$ cat src/rtl/spi_controller_multi_pkg.sv
// Shared types and helpers for the multi-select SPI write controller.
package spi_pkg;

  typedef enum logic [2:0] {
    IDLE     = 3'd0,
    CS_SETUP = 3'd1,
    BIT_A    = 3'd2,
    BIT_B    = 3'd3,
    GAP      = 3'd4,
    CS_HOLD  = 3'd5
  } state_t;

  localparam int SPI_MODE_HT16D35A = 3;

  function automatic logic spi_cpol(input logic [1:0] mode);
    return mode[1];
  endfunction

  function automatic logic spi_cpha(input logic [1:0] mode);
    return mode[0];
  endfunction

endpackage

$ cat src/rtl/spi_controller_multi_phase_timer.sv
// Loadable down-counter; expire pulses once when a loaded count reaches zero.
module spi_phase_timer #(
  parameter int WIDTH = 4
) (
  input  logic             clk,
  input  logic             reset,
  input  logic             load,
  input  logic [WIDTH-1:0] load_value,
  output logic             expire
);

  logic [WIDTH-1:0] count;
  logic             armed;

  // NOTE: sequential state is written with <= so every flop samples pre-edge values.
  always_ff @(posedge clk or posedge reset) begin
    if (reset) begin
      count <= '0;
      armed <= 1'b0;
    end else if (load) begin
      count <= load_value;
      armed <= 1'b1;
    end else if (armed) begin
      if (count == '0) armed <= 1'b0;
      else             count <= count - 1'b1;
    end
  end

  assign expire = armed && (count == '0);

endmodule

$ cat src/rtl/spi_controller_multi.sv
// Burst SPI write controller, all four SPI modes, inter-byte idle gap.
// Optional read capture on sdi is built when SPI_CONTROLLER_READ_EN is defined.
module spi_controller_multi
  import spi_pkg::*;
#(
  parameter int NUM_SELECTS = 2,
  parameter int CLK_DIV     = 16,
  parameter int GAP_CYCLES  = 100,
  parameter int OUT_BYTES   = 8,
  parameter int SPI_MODE    = SPI_MODE_HT16D35A,
  parameter int CNT_SZ      = $clog2(OUT_BYTES + 1)
) (
  input  logic                   clk,
  input  logic                   reset,
  output logic                   sck,
  output logic                   sdo,
  output logic [NUM_SELECTS-1:0] cs,
  output logic                   busy,
  output logic                   done,
  input  logic                   activate,
  input  logic [NUM_SELECTS-1:0] in_cs,
  input  logic [7:0]             out_data [OUT_BYTES],
  input  logic [CNT_SZ-1:0]      out_count
`ifdef SPI_CONTROLLER_READ_EN
  ,
  input  logic                   sdi,
  output logic [7:0]             in_data [OUT_BYTES]
`endif
);

  localparam int   HALF   = CLK_DIV / 2;
  localparam int   MAXD   = (HALF > GAP_CYCLES) ? HALF : GAP_CYCLES;
  localparam int   TW     = $clog2(MAXD + 1);
  localparam int   BW     = (OUT_BYTES > 1) ? $clog2(OUT_BYTES) : 1;
  localparam logic CPOL   = spi_cpol(2'(SPI_MODE));
  localparam logic CPHA   = spi_cpha(2'(SPI_MODE));
  localparam logic [TW-1:0] HALF_LD = TW'(HALF - 1);
  localparam logic [TW-1:0] GAP_LD  = TW'((GAP_CYCLES > 0) ? GAP_CYCLES - 1 : 0);

  state_t                   state, state_n;
  logic [NUM_SELECTS-1:0]   cs_mask;
  logic [CNT_SZ-1:0]        count_q;
  logic [BW-1:0]            byte_idx, byte_n;
  logic [2:0]               bit_idx, bit_n;
  logic [7:0]               data_q [OUT_BYTES];
  logic                     sdo_q, done_q, rst_busy;
  logic                     accept, last_byte;
  logic                     timer_load, expire;
  logic [TW-1:0]            timer_value;

  assign accept = (state == IDLE) && !rst_busy && activate && (|in_cs) &&
                  (out_count != '0) && (out_count <= CNT_SZ'(OUT_BYTES));
  assign last_byte = (byte_idx == BW'(count_q - 1'b1));

  spi_phase_timer #(.WIDTH(TW)) u_timer (
    .clk        (clk),
    .reset      (reset),
    .load       (timer_load),
    .load_value (timer_value),
    .expire     (expire)
  );

  // NOTE: every signal gets a default before the case so no latch is inferred.
  always_comb begin
    state_n     = state;
    byte_n      = byte_idx;
    bit_n       = bit_idx;
    timer_load  = 1'b0;
    timer_value = HALF_LD;
    case (state)
      IDLE: if (accept) begin
        state_n    = CS_SETUP;
        byte_n     = '0;
        bit_n      = 3'd7;
        timer_load = 1'b1;
      end
      CS_SETUP, GAP: if (expire) begin
        state_n    = BIT_A;
        timer_load = 1'b1;
      end
      BIT_A: if (expire) begin
        state_n    = BIT_B;
        timer_load = 1'b1;
      end
      BIT_B: if (expire) begin
        timer_load = 1'b1;
        if (bit_idx != 3'd0) begin
          bit_n   = bit_idx - 1'b1;
          state_n = BIT_A;
        end else if (last_byte) begin
          state_n = CS_HOLD;
        end else begin
          byte_n = byte_idx + 1'b1;
          bit_n  = 3'd7;
          if (GAP_CYCLES == 0) begin
            state_n = BIT_A;
          end else begin
            state_n     = GAP;
            timer_value = GAP_LD;
          end
        end
      end
      CS_HOLD: if (expire) state_n = IDLE;
      default: state_n = IDLE;
    endcase
  end

  always_ff @(posedge clk or posedge reset) begin
    if (reset) begin
      state    <= IDLE;
      cs_mask  <= '0;
      count_q  <= '0;
      byte_idx <= '0;
      bit_idx  <= '0;
      sdo_q    <= 1'b0;
      done_q   <= 1'b0;
      rst_busy <= 1'b1;
    end else begin
      state    <= state_n;
      byte_idx <= byte_n;
      bit_idx  <= bit_n;
      rst_busy <= 1'b0;
      done_q   <= (state == CS_HOLD) && expire;
      if (accept) begin
        cs_mask <= in_cs;
        count_q <= out_count;
      end
      if (state_n == BIT_A && state != BIT_A) sdo_q <= data_q[byte_n][bit_n];
      else if (state == CS_HOLD && expire)    sdo_q <= 1'b0;
    end
  end

  // NOTE: payload storage carries no reset; it is always written before being read.
  always_ff @(posedge clk) begin
    if (accept) data_q <= out_data;
  end

`ifdef SPI_CONTROLLER_READ_EN
  logic [6:0] rx_shift;

  // The peripheral drives sdi for the edge that enters BIT_B.
  always_ff @(posedge clk) begin
    if (state == BIT_A && expire) begin
      rx_shift <= {rx_shift[5:0], sdi};
      if (bit_idx == 3'd0) in_data[byte_idx] <= {rx_shift, sdi};
    end
  end
`endif

  always_comb begin
    sck = CPOL;
    if (state == BIT_A)      sck = CPHA ? ~CPOL : CPOL;
    else if (state == BIT_B) sck = CPHA ? CPOL : ~CPOL;
  end

  assign cs   = (state == IDLE) ? '1 : ~cs_mask;
  assign sdo  = sdo_q;
  assign busy = rst_busy || (state != IDLE);
  assign done = done_q;

endmodule
$ cat config.mk
export PLATFORM = sky130hd
export DESIGN_NAME = spi_controller_multi
export DESIGN_NICKNAME = d
export VERILOG_FILES = /design/src/rtl/spi_controller_multi_pkg.sv /design/src/rtl/spi_controller_multi_phase_timer.sv /design/src/rtl/spi_controller_multi.sv
export SDC_FILE = /design/constraint.sdc
export NUM_CORES = 1
export LEC_CHECK = 0
export ABC_AREA = 1
export BUFFER_PORTS_ARGS = -buffer_cell sky130_fd_sc_hd__buf_4
export CORE_ASPECT_RATIO = 0.7
export CORE_MARGIN = 5
export CORE_UTILIZATION = 55
export CTS_CLUSTER_DIAMETER = 50
export CTS_CLUSTER_SIZE = 12
export DETAILED_ROUTE_END_ITERATION = 10
export PLACE_DENSITY = 0.83
export RECOVER_POWER = 100
export SLEW_MARGIN = 20
export SYNTH_ARGS = -nofsm -noshare
export SYNTH_HDL_FRONTEND = slang
export SYNTH_SLANG_ARGS = --single-unit
$ cat constraint.sdc
create_clock -name clk -period 4.32 [get_ports clk]
set_clock_uncertainty 0.15 [all_clocks]
set_input_delay 0.216 -clock clk [delete_from_list [all_inputs] [get_ports clk]]
set_output_delay 0.216 -clock clk [all_outputs]
set_load 0.03 [all_outputs]
## After elaboration in Yosys (flattened, before gate mapping)

Index checks and enable logic that the tools add are counted.

| storage, ports and cells | value |
|---|---|
| register bits | 89 |
| logic and storage cells | 97 |
| input port bits | 73 |
| output and inout bits | 6 |

| cells by class | value |
|---|---|
| add/sub/neg operators | 4 |
| muxes and demuxes | 40 |
| reduce and logical (&&, ||, !) cells | 21 |
| magnitude comparators | 3 |
| bitwise gates (word level) | 2 |
| equal/unequal tests | 9 |

Operators with widths:

| kind | count |
|---|---|
| $mux 7 | 7 |
| $mux 3 | 14 |
| $bmux 8 s3 | 1 |
| $mux 8 | 2 |
| $pmux 3 s5 | 1 |
| $pmux 3 s2 | 2 |
| $mux 1 | 10 |
| $eq 3x2->1 const B | 3 |
| $logic_and 1x1->1 | 8 |
| $logic_not 7->1 | 1 |
| $sub 7x1->7 const B | 1 |
| $eq 3x3->1 const B | 2 |
| $reduce_bool 3->1 | 2 |
| $sub 3x1->3 const B | 2 |
| $ge 4x4->1 const B | 1 |
| $le 4x4->1 const B | 1 |
| $lt 3x4->1 const B | 1 |
| $not 3->4 | 1 |
| $reduce_bool 2->1 | 2 |
| $reduce_bool 4->1 | 1 |
| $reduce_or 2->1 | 2 |
| $reduce_or 4->1 | 1 |
| $add 3x1->3 const B | 1 |
| $bmux 1 s3 | 1 |
| 11 further kinds | 11 |

## Logic depth before layout (Yosys ltp)

| depth | value |
|---|---|
| depth in word-level cells | 15 |
| gate-level depth with buffers | 21 |

## By module

Synthesis repeated with hierarchy kept, for this count alone.

| unflattened totals | value |
|---|---|
| cells, all modules | 448 |
| area total of the unflattened synthesis | 4291.6 µm² |

Modules (own cells, without submodules):

| module | instances | area an instance (µm²) | seq. area each (µm²) | cells an instance |
|---|---|---|---|---|
| spi_controller_multi | 1 | 3713.6 | 2348.5 | 359 |
| spi_phase_timer | 1 | 578.1 | 200.2 | 89 |

## Worst setup path after synthesis

OpenSTA, ideal clock, no wires.

| timing path | value |
|---|---|
| path kind | flip-flop to flip-flop |
| start | register state[2] |
| end | register sdo_q (netlist: sdo) |
| buffers on the path | 0 |
| required time | 4.105 ns |
| setup time | 0.065 ns |
| period minus slack after synthesis | 3.435 ns |
| stages on the path, launching flop included | 14 |
| slack | 0.885 ns |
| data arrival time | 3.220 ns |
| cells stage by stage | dfrtp_1 inv_2 nand3_2 or2_4 nor2_4 nand2_4 inv_1 a221oi_1 inv_1 o21ai_0 nand2_1 nor2_1 or3b_1 nand2_1 |

| between the ends | value |
|---|---|
| cells in the longest elaborated chain, start to end | 15 |

Ends and longest elaborated chain:

| element | RTL line | source |
|---|---|---|
| start: declaration | spi_controller_multi.sv:40 | `state_t state, state_n;` |
| start signal: assignment | spi_controller_multi.sv:119 | `state <= state_n;` |
| $logic_not 3->1 * | spi_controller_multi.sv:51 | `assign accept = (state == IDLE) && !rst_busy && activate && (\|in_cs) &&` |
| $logic_and 1x1->1 * (4 in series) | spi_controller_multi.sv:51 |  |
| $logic_and 1x1->1 * | spi_controller_multi.sv:52 | `(out_count != '0) && (out_count <= CNT_SZ'(OUT_BYTES));` |
| net accept | spi_controller_multi.sv:47 | `logic accept, last_byte;` |
| $mux 3 | spi_controller_multi.sv:71 | `IDLE: if (accept) begin` |
| $pmux 3 s2 | spi_controller_multi.sv:70 | `case (state)` |
| $not 3->4 (not written as such) | spi_controller_multi.sv:128 | `if (state_n == BIT_A && state != BIT_A) sdo_q <= data_q[byte_n][bit_n];` |
| $bmux 8 s3 | spi_controller_multi.sv:128 |  |
| $mux 8 (not written as such) (2 in series) | spi_controller_multi.sv:128 |  |
| $bmux 1 s3 | spi_controller_multi.sv:128 |  |
| $mux 1 (not written as such) | spi_controller_multi.sv:128 |  |
| $mux 1 | spi_controller_multi.sv:128 |  |
| end signal: assignment | spi_controller_multi.sv:128 |  |
| end: declaration | spi_controller_multi.sv:46 | `logic sdo_q, done_q, rst_busy;` |

The timed path passes the listed nets; every way through them passes the cells marked *. The select of a mux whose other input is x is not followed.
A chain may end at the register's enable or synchronous reset.

## Worst setup path in the final report

| timing path | value |
|---|---|
| start | register state[2] |
| end | register sdo_q (netlist: sdo) |

RTL lines:

| element | RTL line | source |
|---|---|---|
| $logic_not 3->1 | spi_controller_multi.sv:51 |  |
| $logic_and 1x1->1 (4 in series) | spi_controller_multi.sv:51 |  |
| $logic_and 1x1->1 | spi_controller_multi.sv:52 |  |
| net accept | spi_controller_multi.sv:47 |  |
| $mux 3 | spi_controller_multi.sv:71 |  |
| $pmux 3 s2 | spi_controller_multi.sv:70 |  |
| net bit_n[0] | spi_controller_multi.sv:44 | `logic [2:0] bit_idx, bit_n;` |
| $bmux 1 s3 | spi_controller_multi.sv:128 |  |
| $mux 1 (not written as such) | spi_controller_multi.sv:128 |  |
| $mux 1 | spi_controller_multi.sv:128 |  |

The timed path passes the listed nets, and every way through them passes these cells. The select of a mux whose other input is x is not followed.

==> implementation parameters <==
Parameter                              Value

Clock tree
  CTS tree    yes
  Worst skew pair latency    between 0.3 and 0.4 ns
  Clk sink count    89
  Clock-pin transition on the worst setup and hold timing paths    0.10 ns
  Number of H-tree branching levels    3
  Buffer cell driving the clock tree root    sky130_fd_sc_hd__clkbuf_8
  Buffer levels on the longest clock path    2
  Post-CTS resize count    0
  TritonCTS buffer count    9

Power
  Leakage    between 2 and 2.5 nW
  Switching component of the power    0.000915 W
  Total internal power    about 0.0016 W
  Part of the total power dissipated in combinational logic    between 30 and 40%
  Power Dens Cells    about 440 nW/um^2
  Net switching share of the total power    36.8%
  Portion of total power attributed to sequential cells    between 40 and 50%
  Worst IR drop on VDD    ~290 uV
  Clock Power Share    22.1%
  Final total power    around 0.0025 W

Critical path
  Most used cell along the critical path    sky130_fd_sc_hd__nand3_1
  Type of element capturing the critical path    flop
  CP peak stage delay    about 0.5 ns
  Critical register-to-register path startpoint    state[2]$_DFF_PP0_
  Slack of the worst reg-to-reg path    a little over 1 ns
  Crit path cell chain    inv_1 > nand3_1 > or2_0 > nor2_4 > nand2_1 > inv_2 > a21oi_1 > o21ai_0 > inv_1 > nand3_1 > nand3_1 > nand3b_1 > nand3_1 > nand2_1
  Worst setup path class    flop to flop
  Buffer and inverter count on the worst path    3
  Worst setup startpoint    state[2]$_DFF_PP0_
  Top delay family on crit path    simple AND/OR/NAND/NOR gates
  Startpoint Class    flop
  Arrival time reported for the critical path endpoint    3.45 ns
  Standard cell with the maximum stage delay on the critical path    sky130_fd_sc_hd__inv_2
  Critical path fanouts, max    23
  Required time at the worst-slack endpoint    between 4 and 5 ns

Logic synthesis
  Count of flip-flops with a built-in enable after synthesis    64
  Library cell occupying the most area in the post-synthesis netlist    sky130_fd_sc_hd__edfxtp_1
  Number of nets in the synthesized netlist    around 470
  Synth Register Bits    just under 90
  Netlist Area Pre-Place    around 4200 um^2
  Count of distinct cell types in the synthesized netlist    38
  Number of standard cells after synthesis    389
  Most frequent cell after synthesis    sky130_fd_sc_hd__nand3_1
  Synthesis Warnings    0
  Dominant cells by area after synthesis    sky130_fd_sc_hd__edfxtp_1 46%, sky130_fd_sc_hd__dfrtp_1 14%, sky130_fd_sc_hd__nand3_1 10%
  Portion of the post-synthesis area used by sequential elements    61.2%
  Top cells by instance count after synthesis    86 x sky130_fd_sc_hd__nand3_1, 85 x sky130_fd_sc_hd__nand2_1, 64 x sky130_fd_sc_hd__edfxtp_1, 31 x sky130_fd_sc_hd__inv_1, 24 x sky130_fd_sc_hd__dfrtp_1
  Leading register cell type out of synthesis    sky130_fd_sc_hd__edfxtp_1
  Area share of the leading cell type in the synthesized netlist    a little under half
  Proportion of synthesized flip-flops having asynchronous set or reset    28.1%
  Post-Syn Area per Cell    around 11 um^2

GRT
  Grt total ovfl    0
  Antenna violations before repair    0
  Maximum number of pins on one net before global-route repair    47
  All-Layer GR Usage    roughly a quarter
  Wire length of the first global-routing pass    between 15 and 20 mm
  Via count of the first global-routing pass    between 3000 and 4000

STA
  Transition time of the tightest slew-check pin    around 0.9 ns
  Final sum of negative setup slack    0 ns
  Slew Limit Headroom    between 30% and 40%
  Final Hold Violating Endpoints    0
  Crit share post-route    about three quarters
  Unrepaired setup endpoints after global routing    false
  Final setup violating endpoints    0
  Min Clock Period, post-route    approximately 3.3 ns
  Pins over their slew limit    0
  Max frequency    slightly above 300 MHz

Routing
  Via/cell ratio    ~5.4
  Remaining routing DRC violations    0
  Detailed-route via count    between 3000 and 4000
  Antenna viol nets, final    0
  Total wire length after detailed routing    just over 10 mm
  Drt first pass iters    6
  Count of routing violations after the opening detailed-route iteration    between 300 and 400
  Routed wire length per instance    15.9 um

Place
  Placed wire-length estimate after detailed placement    6.58 mm
  Cell Count Post-Placement    about 560
  # port buffers    78
  Global placer's final weighted congestion    around 0.87

Final layout
  Number of antenna diodes    0
  Area added between synthesis and finish    34.5%
  Count of filler cells inserted in the layout    about 470
  Layout cells sized above 1    20.0%
  Number of standard cells in the layout, taps in and fillers out    approximately 640
  Number of nets at the end of the flow    between 600 and 700

Floorplan
  Total die area    9440 um^2
  Number of placement rows    26
  Die Y    between 80 and 90 um
  Boundary pin count    a little under 80
  Area of the core    between 7000 and 8000 um^2
  Die outline width    approximately 110 um
  Initial core utilization    between 50% and 60%

Outcome
  Result of the run    finished clean

Flow run
  Max-cap violation count    0

Min path
  Class of the tightest hold or removal check    input port to async pin
[cell families (layout without fill, tap and decap cells)]
logic type	Yosys count	in the layout	share of synthesized area [%]
and+or+nand+nor	208	208	25.4
buffers and inverters	47	202	5.47
DFF	89	89	61.2
AOI/OAI and AO/OA	31	31	4.63
xor gates and xnor gates	7	7	1.47
adders and majority gates	6	6	1.80
other	1	1	0.0900
[registers in the layout (all words and copies together) (netlist names)]
| register | count |
|---|---|
| data_q | 64 |
| cs_mask | 2 |
| byte_idx | 3 |
| done | 1 |
| bit_idx | 3 |
| rst_busy | 1 |
| u_timer.armed | 1 |
| state | 3 |
| sdo | 1 |
| count_q | 3 |
| u_timer.count | 7 |
[metrics by stage]
step / setup slack, ns / hold slack, ns / instance area (um^2) / utilization [%]
2_1_floorplan: 0.885 / 0.0926 / 4170 / -
3_3_place_gp: 1.67 / 0.244 / 4800 / 65.6
3_5_place_dp: 1.59 / 0.245 / 4800 / 65.6
4_1_cts: 1.58 / 0.181 / 5680 / 77.6
5_1_grt: 0.689 / 0.400 / 5600 / 76.5
6_report: 1.02 / 0.354 / 5600 / 76.5
[metal layers]
layer / routed length (um) / track usage (%) / up-vias
li1: - / - / 1643
met1: 4100 / 30.5 / 1607
met2: 5070 / 38.2 / 180
met3: 827 / 6.10 / 17
met4: 210 / 7.01 / 0
met5: 0 / 0 / -
[power by group through the flow]
stage               Sequential, W  Combinational (W)  Clock (W)
floorplan                 0.00112           0.000592          0
global placement          0.00113           0.000775          0
detailed placement        0.00113           0.000800          0
CTS                       0.00111           0.000854   0.000549
global route              0.00113           0.000932   0.000592
finish                    0.00111           0.000826   0.000549
[layout by cell type, fill, tap and decap left out, drive strengths merged, types with 2 or more instances in the layout]
cell type,n
nand2,91
clkbuf,79
dfrtp,24
edfxtp,64
dlygate4sd3,70
xor2,6
inv,43
o211ai,2
a21oi,11
ha,6
nand3,91
o21ai,16
nor3,4
buf,9
nor2,18
[worst reg2reg max path, stage by stage (launching register included)]
cell                       delay (ns)
sky130_fd_sc_hd__dfrtp_1         0.45
sky130_fd_sc_hd__inv_1           0.19
sky130_fd_sc_hd__nand3_1         0.19
sky130_fd_sc_hd__or2_0           0.31
sky130_fd_sc_hd__nor2_4          0.10
sky130_fd_sc_hd__nand2_1         0.33
sky130_fd_sc_hd__inv_2           0.52
sky130_fd_sc_hd__a21oi_1         0.08
sky130_fd_sc_hd__o21ai_0         0.28
sky130_fd_sc_hd__inv_1           0.21
sky130_fd_sc_hd__nand3_1         0.13
sky130_fd_sc_hd__nand3_1         0.09
sky130_fd_sc_hd__nand3b_1        0.10
sky130_fd_sc_hd__nand3_1         0.07
sky130_fd_sc_hd__nand2_1         0.06
[worst paths after layout]
path                                           endpoint  cells past startpoint
max                                     sdo$_DFFE_PP0P_                     14
min                        u_timer.count[4]$_DFFE_PP0P_                      3
max reg2reg                             sdo$_DFFE_PP0P_                     14
min reg2reg                      count_q[1]$_DFFE_PP0P_                      2
max in group asynchronous          bit_idx[1]$_DFF_PP0_                      3
min in group clk                 count_q[1]$_DFFE_PP0P_                      2
[what timing repair did]
| item | CTS | global route |
|---|---|---|
| endpoints found under the hold margin | 93 | 0 |
| hold buffers | 70 | 0 |
| setup buffers | 0 | 0 |
[final cells by class]
class / count / area, um^2 / share of cell area, %
clock inverters: 6 / 57.6 / 1.03
clock buffers: 9 / 124 / 2.21
repair buffers: 149 / 1260 / 22.6
multi-input cells: 253 / 1340 / 23.9
flip-flops and latches: 89 / 2550 / 45.5
inverters: 38 / 148 / 2.64
well taps: 98 / 123 / 2.19
Note: power is estimated with default switching activity, not from simulation.
